## src/rtl/dram_cmd_sched_if.sv

```systemverilog
// Request-queue head and DRAM command bus between the memory queue and dram_cmd_sched.
// The master drives the queue head; the slave (scheduler) pops it and issues commands.
interface dram_cmd_sched_if #(
    parameter int TIME_W = 64
);
    logic              q_valid;
    logic [TIME_W-1:0] q_time;
    logic [31:0]       q_opcode;
    logic [31:0]       q_addr;
    logic              q_pop;
    logic              cmd_valid;
    logic [2:0]        cmd_code;
    logic [1:0]        cmd_bg;
    logic [1:0]        cmd_bank;
    logic [14:0]       cmd_row;
    logic [9:0]        cmd_col;
    logic [TIME_W-1:0] cmd_time;
    logic              busy;
    logic              err_op;

    modport master (
        output q_valid, q_time, q_opcode, q_addr,
        input  q_pop, cmd_valid, cmd_code, cmd_bg, cmd_bank, cmd_row, cmd_col,
               cmd_time, busy, err_op
    );

    modport slave (
        input  q_valid, q_time, q_opcode, q_addr,
        output q_pop, cmd_valid, cmd_code, cmd_bg, cmd_bank, cmd_row, cmd_col,
               cmd_time, busy, err_op
    );
endinterface

```

## src/rtl/dram_cmd_sched.sv

```systemverilog
// Closed-page DRAM command generator: ACT, RD/WR, PRE per queued request with
// tRCD/tRAS/tRTP/write-recovery/tRP spacing, one request in flight at a time.
module dram_cmd_sched #(
    parameter int TIME_W  = 64,
    parameter int T_RCD   = 24,
    parameter int T_RAS   = 52,
    parameter int T_RTP   = 12,
    parameter int T_CWL   = 20,
    parameter int T_BURST = 4,
    parameter int T_WR    = 20,
    parameter int T_RP    = 24
) (
    input logic               clk,
    input logic               rst_n,
    dram_cmd_sched_if.slave   bus
);

    localparam logic [2:0] CMD_NONE = 3'd0;
    localparam logic [2:0] CMD_ACT  = 3'd1;
    localparam logic [2:0] CMD_RD   = 3'd2;
    localparam logic [2:0] CMD_WR   = 3'd3;
    localparam logic [2:0] CMD_PRE  = 3'd4;

    // PRE spacing is measured from the column command; ACT->PRE folds in as T_RAS-T_RCD.
    localparam int RAS_AFTER_COL = T_RAS - T_RCD;
    localparam int WR_RECOVERY   = T_CWL + T_BURST + T_WR;
    localparam int RD_PRE_DLY    = (RAS_AFTER_COL > T_RTP) ? RAS_AFTER_COL : T_RTP;
    localparam int WR_PRE_DLY    = (RAS_AFTER_COL > WR_RECOVERY) ? RAS_AFTER_COL : WR_RECOVERY;

    // Counters are loaded with delay-1 so the command fires exactly 'delay' edges later.
    localparam logic [7:0] RCD_LD    = 8'(T_RCD - 1);
    localparam logic [7:0] RD_PRE_LD = 8'(RD_PRE_DLY - 1);
    localparam logic [7:0] WR_PRE_LD = 8'(WR_PRE_DLY - 1);
    localparam logic [7:0] RP_LD     = 8'(T_RP - 1);

    typedef enum logic [2:0] {
        IDLE     = 3'd0,
        ACT_WAIT = 3'd1,
        COL_WAIT = 3'd2,
        PRE_WAIT = 3'd3,
        RP_WAIT  = 3'd4
    } state_t;

    state_t            state_r;
    logic [7:0]        cnt_r;
    logic [TIME_W-1:0] cycle_ct_r;
    logic              is_wr_r;

    logic              q_pop_r;
    logic              cmd_valid_r;
    logic [2:0]        cmd_code_r;
    logic [1:0]        cmd_bg_r;
    logic [1:0]        cmd_bank_r;
    logic [14:0]       cmd_row_r;
    logic [9:0]        cmd_col_r;
    logic [TIME_W-1:0] cmd_time_r;
    logic              busy_r;
    logic              err_op_r;

    logic              accept_s;
    logic              start_s;
    logic              legal_s;
    logic              addr_unused_s;

    assign accept_s = bus.q_valid && (cycle_ct_r >= bus.q_time);
    // A new request may also start on the very edge tRP expires.
    assign start_s  = accept_s && ((state_r == IDLE) ||
                                   ((state_r == RP_WAIT) && (cnt_r == 8'd0)));
    assign legal_s  = (bus.q_opcode <= 32'd2);
    assign addr_unused_s = ^bus.q_addr[2:0];

    // Sequencer: state, wait counter, free-running cycle counter and registered outputs
    always_ff @(posedge clk) begin
        if (!rst_n) begin
            state_r     <= IDLE;
            cnt_r       <= 8'd0;
            cycle_ct_r  <= '0;
            is_wr_r     <= 1'b0;
            q_pop_r     <= 1'b0;
            cmd_valid_r <= 1'b0;
            cmd_code_r  <= CMD_NONE;
            cmd_bg_r    <= 2'd0;
            cmd_bank_r  <= 2'd0;
            cmd_row_r   <= 15'd0;
            cmd_col_r   <= 10'd0;
            cmd_time_r  <= '0;
            busy_r      <= 1'b0;
            err_op_r    <= 1'b0;
        end else begin
            cycle_ct_r  <= cycle_ct_r + TIME_W'(1);
            q_pop_r     <= 1'b0;
            err_op_r    <= 1'b0;
            cmd_valid_r <= 1'b0;
            cmd_code_r  <= CMD_NONE;

            case (state_r)
                IDLE: begin
                    state_r <= IDLE;
                end
                ACT_WAIT: begin
                    if (cnt_r == 8'd0) begin
                        state_r     <= COL_WAIT;
                        cnt_r       <= is_wr_r ? WR_PRE_LD : RD_PRE_LD;
                        cmd_valid_r <= 1'b1;
                        cmd_code_r  <= is_wr_r ? CMD_WR : CMD_RD;
                        cmd_time_r  <= cycle_ct_r + TIME_W'(1);
                    end else begin
                        cnt_r <= cnt_r - 8'd1;
                    end
                end
                COL_WAIT, PRE_WAIT: begin
                    if (cnt_r == 8'd0) begin
                        state_r     <= RP_WAIT;
                        cnt_r       <= RP_LD;
                        cmd_valid_r <= 1'b1;
                        cmd_code_r  <= CMD_PRE;
                        cmd_time_r  <= cycle_ct_r + TIME_W'(1);
                    end else begin
                        state_r <= PRE_WAIT;
                        cnt_r   <= cnt_r - 8'd1;
                    end
                end
                RP_WAIT: begin
                    if (cnt_r == 8'd0) begin
                        state_r <= IDLE;
                        busy_r  <= 1'b0;
                    end else begin
                        cnt_r <= cnt_r - 8'd1;
                    end
                end
                default: begin
                    state_r <= IDLE;
                    busy_r  <= 1'b0;
                end
            endcase

            // Acceptance overrides the case above, including the tRP-expiry edge.
            if (start_s) begin
                q_pop_r <= 1'b1;
                if (legal_s) begin
                    state_r     <= ACT_WAIT;
                    cnt_r       <= RCD_LD;
                    busy_r      <= 1'b1;
                    is_wr_r     <= (bus.q_opcode == 32'd1);
                    cmd_col_r   <= bus.q_addr[12:3];
                    cmd_bank_r  <= bus.q_addr[14:13];
                    cmd_bg_r    <= bus.q_addr[16:15];
                    cmd_row_r   <= bus.q_addr[31:17];
                    cmd_valid_r <= 1'b1;
                    cmd_code_r  <= CMD_ACT;
                    cmd_time_r  <= cycle_ct_r + TIME_W'(1);
                end else begin
                    state_r  <= IDLE;
                    busy_r   <= 1'b0;
                    err_op_r <= 1'b1;
                end
            end else begin
                q_pop_r <= 1'b0;
            end
        end
    end

    assign bus.q_pop     = q_pop_r;
    assign bus.cmd_valid = cmd_valid_r;
    assign bus.cmd_code  = cmd_code_r;
    assign bus.cmd_bg    = cmd_bg_r;
    assign bus.cmd_bank  = cmd_bank_r;
    assign bus.cmd_row   = cmd_row_r;
    assign bus.cmd_col   = cmd_col_r;
    assign bus.cmd_time  = cmd_time_r;
    assign bus.busy      = busy_r;
    assign bus.err_op    = err_op_r;

endmodule

```

## src/flat_wrapper.sv

```systemverilog
// flat-port wrapper written by rule: the top's interface ports become plain ports
module dram_cmd_sched_flat 
#(
    parameter int TIME_W  = 64,
    parameter int T_RCD   = 24,
    parameter int T_RAS   = 52,
    parameter int T_RTP   = 12,
    parameter int T_CWL   = 20,
    parameter int T_BURST = 4,
    parameter int T_WR    = 20,
    parameter int T_RP    = 24
)
  (clk, rst_n, bus_q_valid, bus_q_time, bus_q_opcode, bus_q_addr, bus_q_pop, bus_cmd_valid, bus_cmd_code, bus_cmd_bg, bus_cmd_bank, bus_cmd_row, bus_cmd_col, bus_cmd_time, bus_busy, bus_err_op);
  dram_cmd_sched_if #(.TIME_W(TIME_W)) bus_i ();
  input logic clk;
  input logic rst_n;
  input wire logic [$bits(bus_i.q_valid)-1:0] bus_q_valid;
  input wire logic [$bits(bus_i.q_time)-1:0] bus_q_time;
  input wire logic [$bits(bus_i.q_opcode)-1:0] bus_q_opcode;
  input wire logic [$bits(bus_i.q_addr)-1:0] bus_q_addr;
  output wire logic [$bits(bus_i.q_pop)-1:0] bus_q_pop;
  output wire logic [$bits(bus_i.cmd_valid)-1:0] bus_cmd_valid;
  output wire logic [$bits(bus_i.cmd_code)-1:0] bus_cmd_code;
  output wire logic [$bits(bus_i.cmd_bg)-1:0] bus_cmd_bg;
  output wire logic [$bits(bus_i.cmd_bank)-1:0] bus_cmd_bank;
  output wire logic [$bits(bus_i.cmd_row)-1:0] bus_cmd_row;
  output wire logic [$bits(bus_i.cmd_col)-1:0] bus_cmd_col;
  output wire logic [$bits(bus_i.cmd_time)-1:0] bus_cmd_time;
  output wire logic [$bits(bus_i.busy)-1:0] bus_busy;
  output wire logic [$bits(bus_i.err_op)-1:0] bus_err_op;
  assign bus_i.q_valid = bus_q_valid;
  assign bus_i.q_time = bus_q_time;
  assign bus_i.q_opcode = bus_q_opcode;
  assign bus_i.q_addr = bus_q_addr;
  assign bus_q_pop = bus_i.q_pop;
  assign bus_cmd_valid = bus_i.cmd_valid;
  assign bus_cmd_code = bus_i.cmd_code;
  assign bus_cmd_bg = bus_i.cmd_bg;
  assign bus_cmd_bank = bus_i.cmd_bank;
  assign bus_cmd_row = bus_i.cmd_row;
  assign bus_cmd_col = bus_i.cmd_col;
  assign bus_cmd_time = bus_i.cmd_time;
  assign bus_busy = bus_i.busy;
  assign bus_err_op = bus_i.err_op;
  dram_cmd_sched #(.TIME_W(TIME_W), .T_RCD(T_RCD), .T_RAS(T_RAS), .T_RTP(T_RTP), .T_CWL(T_CWL), .T_BURST(T_BURST), .T_WR(T_WR), .T_RP(T_RP)) u_core (.clk(clk), .rst_n(rst_n), .bus(bus_i));
endmodule
```

## config.mk

```make
export PLATFORM = sky130hd
export DESIGN_NAME = dram_cmd_sched_flat
export DESIGN_NICKNAME = d
export VERILOG_FILES = /design/src/rtl/dram_cmd_sched_if.sv /design/src/rtl/dram_cmd_sched.sv /design/src/flat_wrapper.sv
export SDC_FILE = /design/constraint.sdc
export NUM_CORES = 1
export LEC_CHECK = 0
export CORE_ASPECT_RATIO = 0.6
export CORE_UTILIZATION = 60
export DETAILED_ROUTE_END_ITERATION = 16
export DONT_BUFFER_PORTS = 1
export PLACE_DENSITY = 0.76
export REMOVE_ABC_BUFFERS = 1
export SLEW_MARGIN = 5
export SYNTH_ARGS = -nofsm -noshare
export SYNTH_HDL_FRONTEND = slang
export SYNTH_SLANG_ARGS = --single-unit
```

## constraint.sdc

```tcl
create_clock -name clk -period 10 [get_ports clk]
set_input_delay 3 -clock clk [delete_from_list [all_inputs] [get_ports clk]]
set_output_delay 3 -clock clk [all_outputs]
set_load 0.005 [all_outputs]
```

==> impl_metrics.toml <==
[run_status]
outcome = "complete, no violations"

[floorplanning]
core_area_um2 = 14800
pin_count = 231
initial_core_util = 0.627
die_width_um = 163
dieArea_um2 = 16000
die_h_um = 98.4
num_rows = 34

[critical_path]
critPathMaxStageDelay_ns = 0.61
r2r_cells = 11
rr_endpoint = "u_core.bus.cmd_time[29]"
crit_type = "input pin to flip-flop"
startpoint = "bus_q_time[61]"
end_kind = "flip-flop"
worst_ep_required_time_ns = 10.30
timing.rr.start = "u_core.cycle_ct_r[0]"
cpMostUsedCell = "buf_4"
startpoint_type = "input pin"
critical_path_arrival_ns = 6.97
cp_max_fo = 41
r2r_slack_ns = 5.49
crit_slowest_cell = "nand3_4"
path_cells = "inv_1 > ha_1 > nand4_1 > nor4bb_1 > nand3_1 > or4_4 > a211o_1 > buf_4 > nand3_4 > buf_4 > mux2_4"

[global_route]
grt_max_degree = 91
met3_usage = 0.0816
grt_pass1_vias = 6807
gr-total-overflow = 0
grt_use_met1 = 0.430
antenna_found_initial = 0
met2_usage = 0.391
track_usage = 0.284
grt_pass1_wl_um = 35900
busiest_layer = "met1"

[logic_synthesis]
avgSynthCellArea_um2 = 8.84
ys_warn_count = 0
ys_async_sr_fraction = 0
ys_ff_latch = 176
syn-cell-area_um2 = 9290
yosysSeqAreaShare = 0.379
postSynthCellCount = 1051
yosys_most_used_dff = "dfxtp_1"
synth_cell_types = 56
synth-edff-count = 0

[finish]
multi_input_area_um2 = 5110
area_growth_pct = 7.17
mostFrequentLayoutCell = "dfxtp_1"
fillCellCount = 1239
layout_common_cells = "dfxtp_1, inv_1, nand2_1"
drive_gt1_frac = 0.0965
nets = 1221
diodes = 0
seq_area_um2 = 3520

[sta]
whs_ns = 0.479
finalHoldViolCount = 0
rsz0062_at_grt = "no"
max_freq_mhz = 150
worst_pin_slew_ns = 0.954
maxSlewViolCount = 0
setup_viol = 0
fin_setup_tns_ns = 0
timing.final.crit_share = 0.667
min_period_ns = 6.67
relSlewSlack = 0.364
finClkSkew_ns = 0.0206

[placed_design]
gp_congestion = 0.853
io_buffers = 0
hpwlAfterDp_um = 16200

[clocking]
cts_buffers = 17
cts_hold_buffers = 0
tritoncts = "yes"
cts-root-buf = "clkbuf_16"
cts_max_level = 4
cts.path.max_buffers = 2
cts_setup_buffers = 0
clock_latency_ns = 0.42
path_clk_slew_ns = 0.07
cts_resized = 0
clock_sinks = 176

[route]
dr.pass1.iters = 7
detail-route-antenna-nets = 0
wl_per_cell_um = 18.4
routed_wirelength_um = 22800
via_per_inst = 5.94
drcViolationCount = 0
vias = 7332
drt_iter0_markers = 608

[hold_path]
min_from = "u_core.bus.cmd_time[52]"
holdPathStages = 2
hold_end = "u_core.bus.cmd_time[52]"
hp-class = "flip-flop to flip-flop"

[power]
p_per_area_nw_per_um2 = 144
peakVddDrop_uv = 116
cellLeakagePower_nw = 4.18

[flow_run]
drv_cap = 0
registers in the layout, indices dropped and copies added (netlist names):
signal / cells
u_core.bus.cmd_row: 15
u_core.bus.err_op: 1
u_core.bus.cmd_col: 10
u_core.state_r: 3
u_core.bus.cmd_bank: 2
u_core.bus.q_pop: 1
u_core.bus.busy: 1
u_core.is_wr_r: 1
u_core.bus.cmd_valid: 1
u_core.bus.cmd_bg: 2
u_core.cycle_ct_r: 64
u_core.bus.cmd_code: 3
u_core.cnt_r: 8
u_core.bus.cmd_time: 64
metrics by stage:
stage | setup slack (ns) | instances | area [um2] | util | power [mW]
finish | 3.33 | 1234 | 9950 | 0.672 | 1.43
global route | 3.15 | 1234 | 9950 | 0.672 | 1.47
CTS | 3.34 | 1234 | 9950 | 0.672 | 1.44
detailed placement | 2.91 | 1202 | 9340 | 0.631 | 0.752
global placement | 2.95 | 1202 | 9340 | 0.631 | 0.751
floorplan | 2.96 | 996 | 9000 | - | 0.742
cells by family (layout without fill, tap and decap cells):
group,after synthesis,count (layout),share of synthesized area
and+or+nand+nor,364,364,0.205
DFF,176,176,0.379
AOI/OAI and AO/OA,169,169,0.116
buffers and inverters,159,144,0.0731
adders and majority gates,67,67,0.0903
muxes,67,67,0.0900
xor gates and xnor gates,49,49,0.0462
Yosys cell counts, types with 3 or more instances:
master | number | area share
nand3_1 | 64 | 0.034
and3_1 | 15 | 0.010
and2_1 | 51 | 0.034
a221oi_1 | 3 | 0.0028
mux2i_1 | 22 | 0.024
nand2_1 | 83 | 0.034
xnor2_1 | 34 | 0.032
buf_12 | 3 | 0.0065
nor4_1 | 15 | 0.010
dfxtp_1 | 176 | 0.38
a21oi_1 | 70 | 0.038
mux2_4 | 29 | 0.047
or3_1 | 21 | 0.014
mux2_2 | 16 | 0.019
o21a_1 | 6 | 0.0048
nor3_1 | 17 | 0.0092
a211oi_1 | 5 | 0.0040
nand4_1 | 25 | 0.017
clkbuf_1 | 40 | 0.016
buf_2 | 3 | 0.0016
or2_2 | 4 | 0.0027
o21ai_0 | 24 | 0.013
ha_1 | 67 | 0.090
a21o_1 | 9 | 0.0073
a31oi_1 | 3 | 0.0020
buf_1 | 5 | 0.0020
nor2_1 | 47 | 0.019
xor2_1 | 15 | 0.014
and4_1 | 12 | 0.011
o32ai_1 | 3 | 0.0028
inv_1 | 103 | 0.042
o211ai_1 | 31 | 0.025
layout make-up:
class,count,area share
Inverter,104,0.0392
Multi-Input combinational cell,716,0.514
Sequential cell,176,0.354
Tap cell,198,0.0249
Timing Repair Buffer,8,0.00603
Clock buffer,17,0.0427
Clock inverter,15,0.0194
per-layer routing:
metal / vias up / part of all wire
li1: 3607 / -
met1: 3464 / 0.51
met2: 245 / 0.41
met3: 16 / 0.074
met4: 0 / 0.0090
met5: - / 0
how the worst max path moves through the flow:
stage,endpoint,slack [ns],cells past startpoint
2_1_floorplan,u_core.bus.cmd_time[0],2.96,8
6_report,u_core.bus.cmd_time[29],3.33,11
4_1_cts,u_core.bus.cmd_time[31],3.34,11
5_1_grt,u_core.bus.cmd_time[37],3.15,11
3_5_place_dp,u_core.bus.cmd_time[25],2.91,11
3_3_place_gp,u_core.bus.cmd_time[39],2.95,10
worst max-delay path: cells and delay by family:
kind                     cells  cell delay (ns)
adder cells (fa/ha/maj)      1             0.29
buffers and inverters        3             0.84
AND/OR/NAND/NOR              5             2.21
AO/OA/AOI/OAI                1             0.28
multiplexers                 1             0.34
power breakdown:
group / internal [mW] / leakage [nW] / switching, mW
Sequential: 0.701 / 1.42 / 0.00143
Clock: 0.382 / 0.304 / 0.314
Combinational: 0.0116 / 2.46 / 0.0218
No activity file was read; power rests on OpenSTA's default activity.
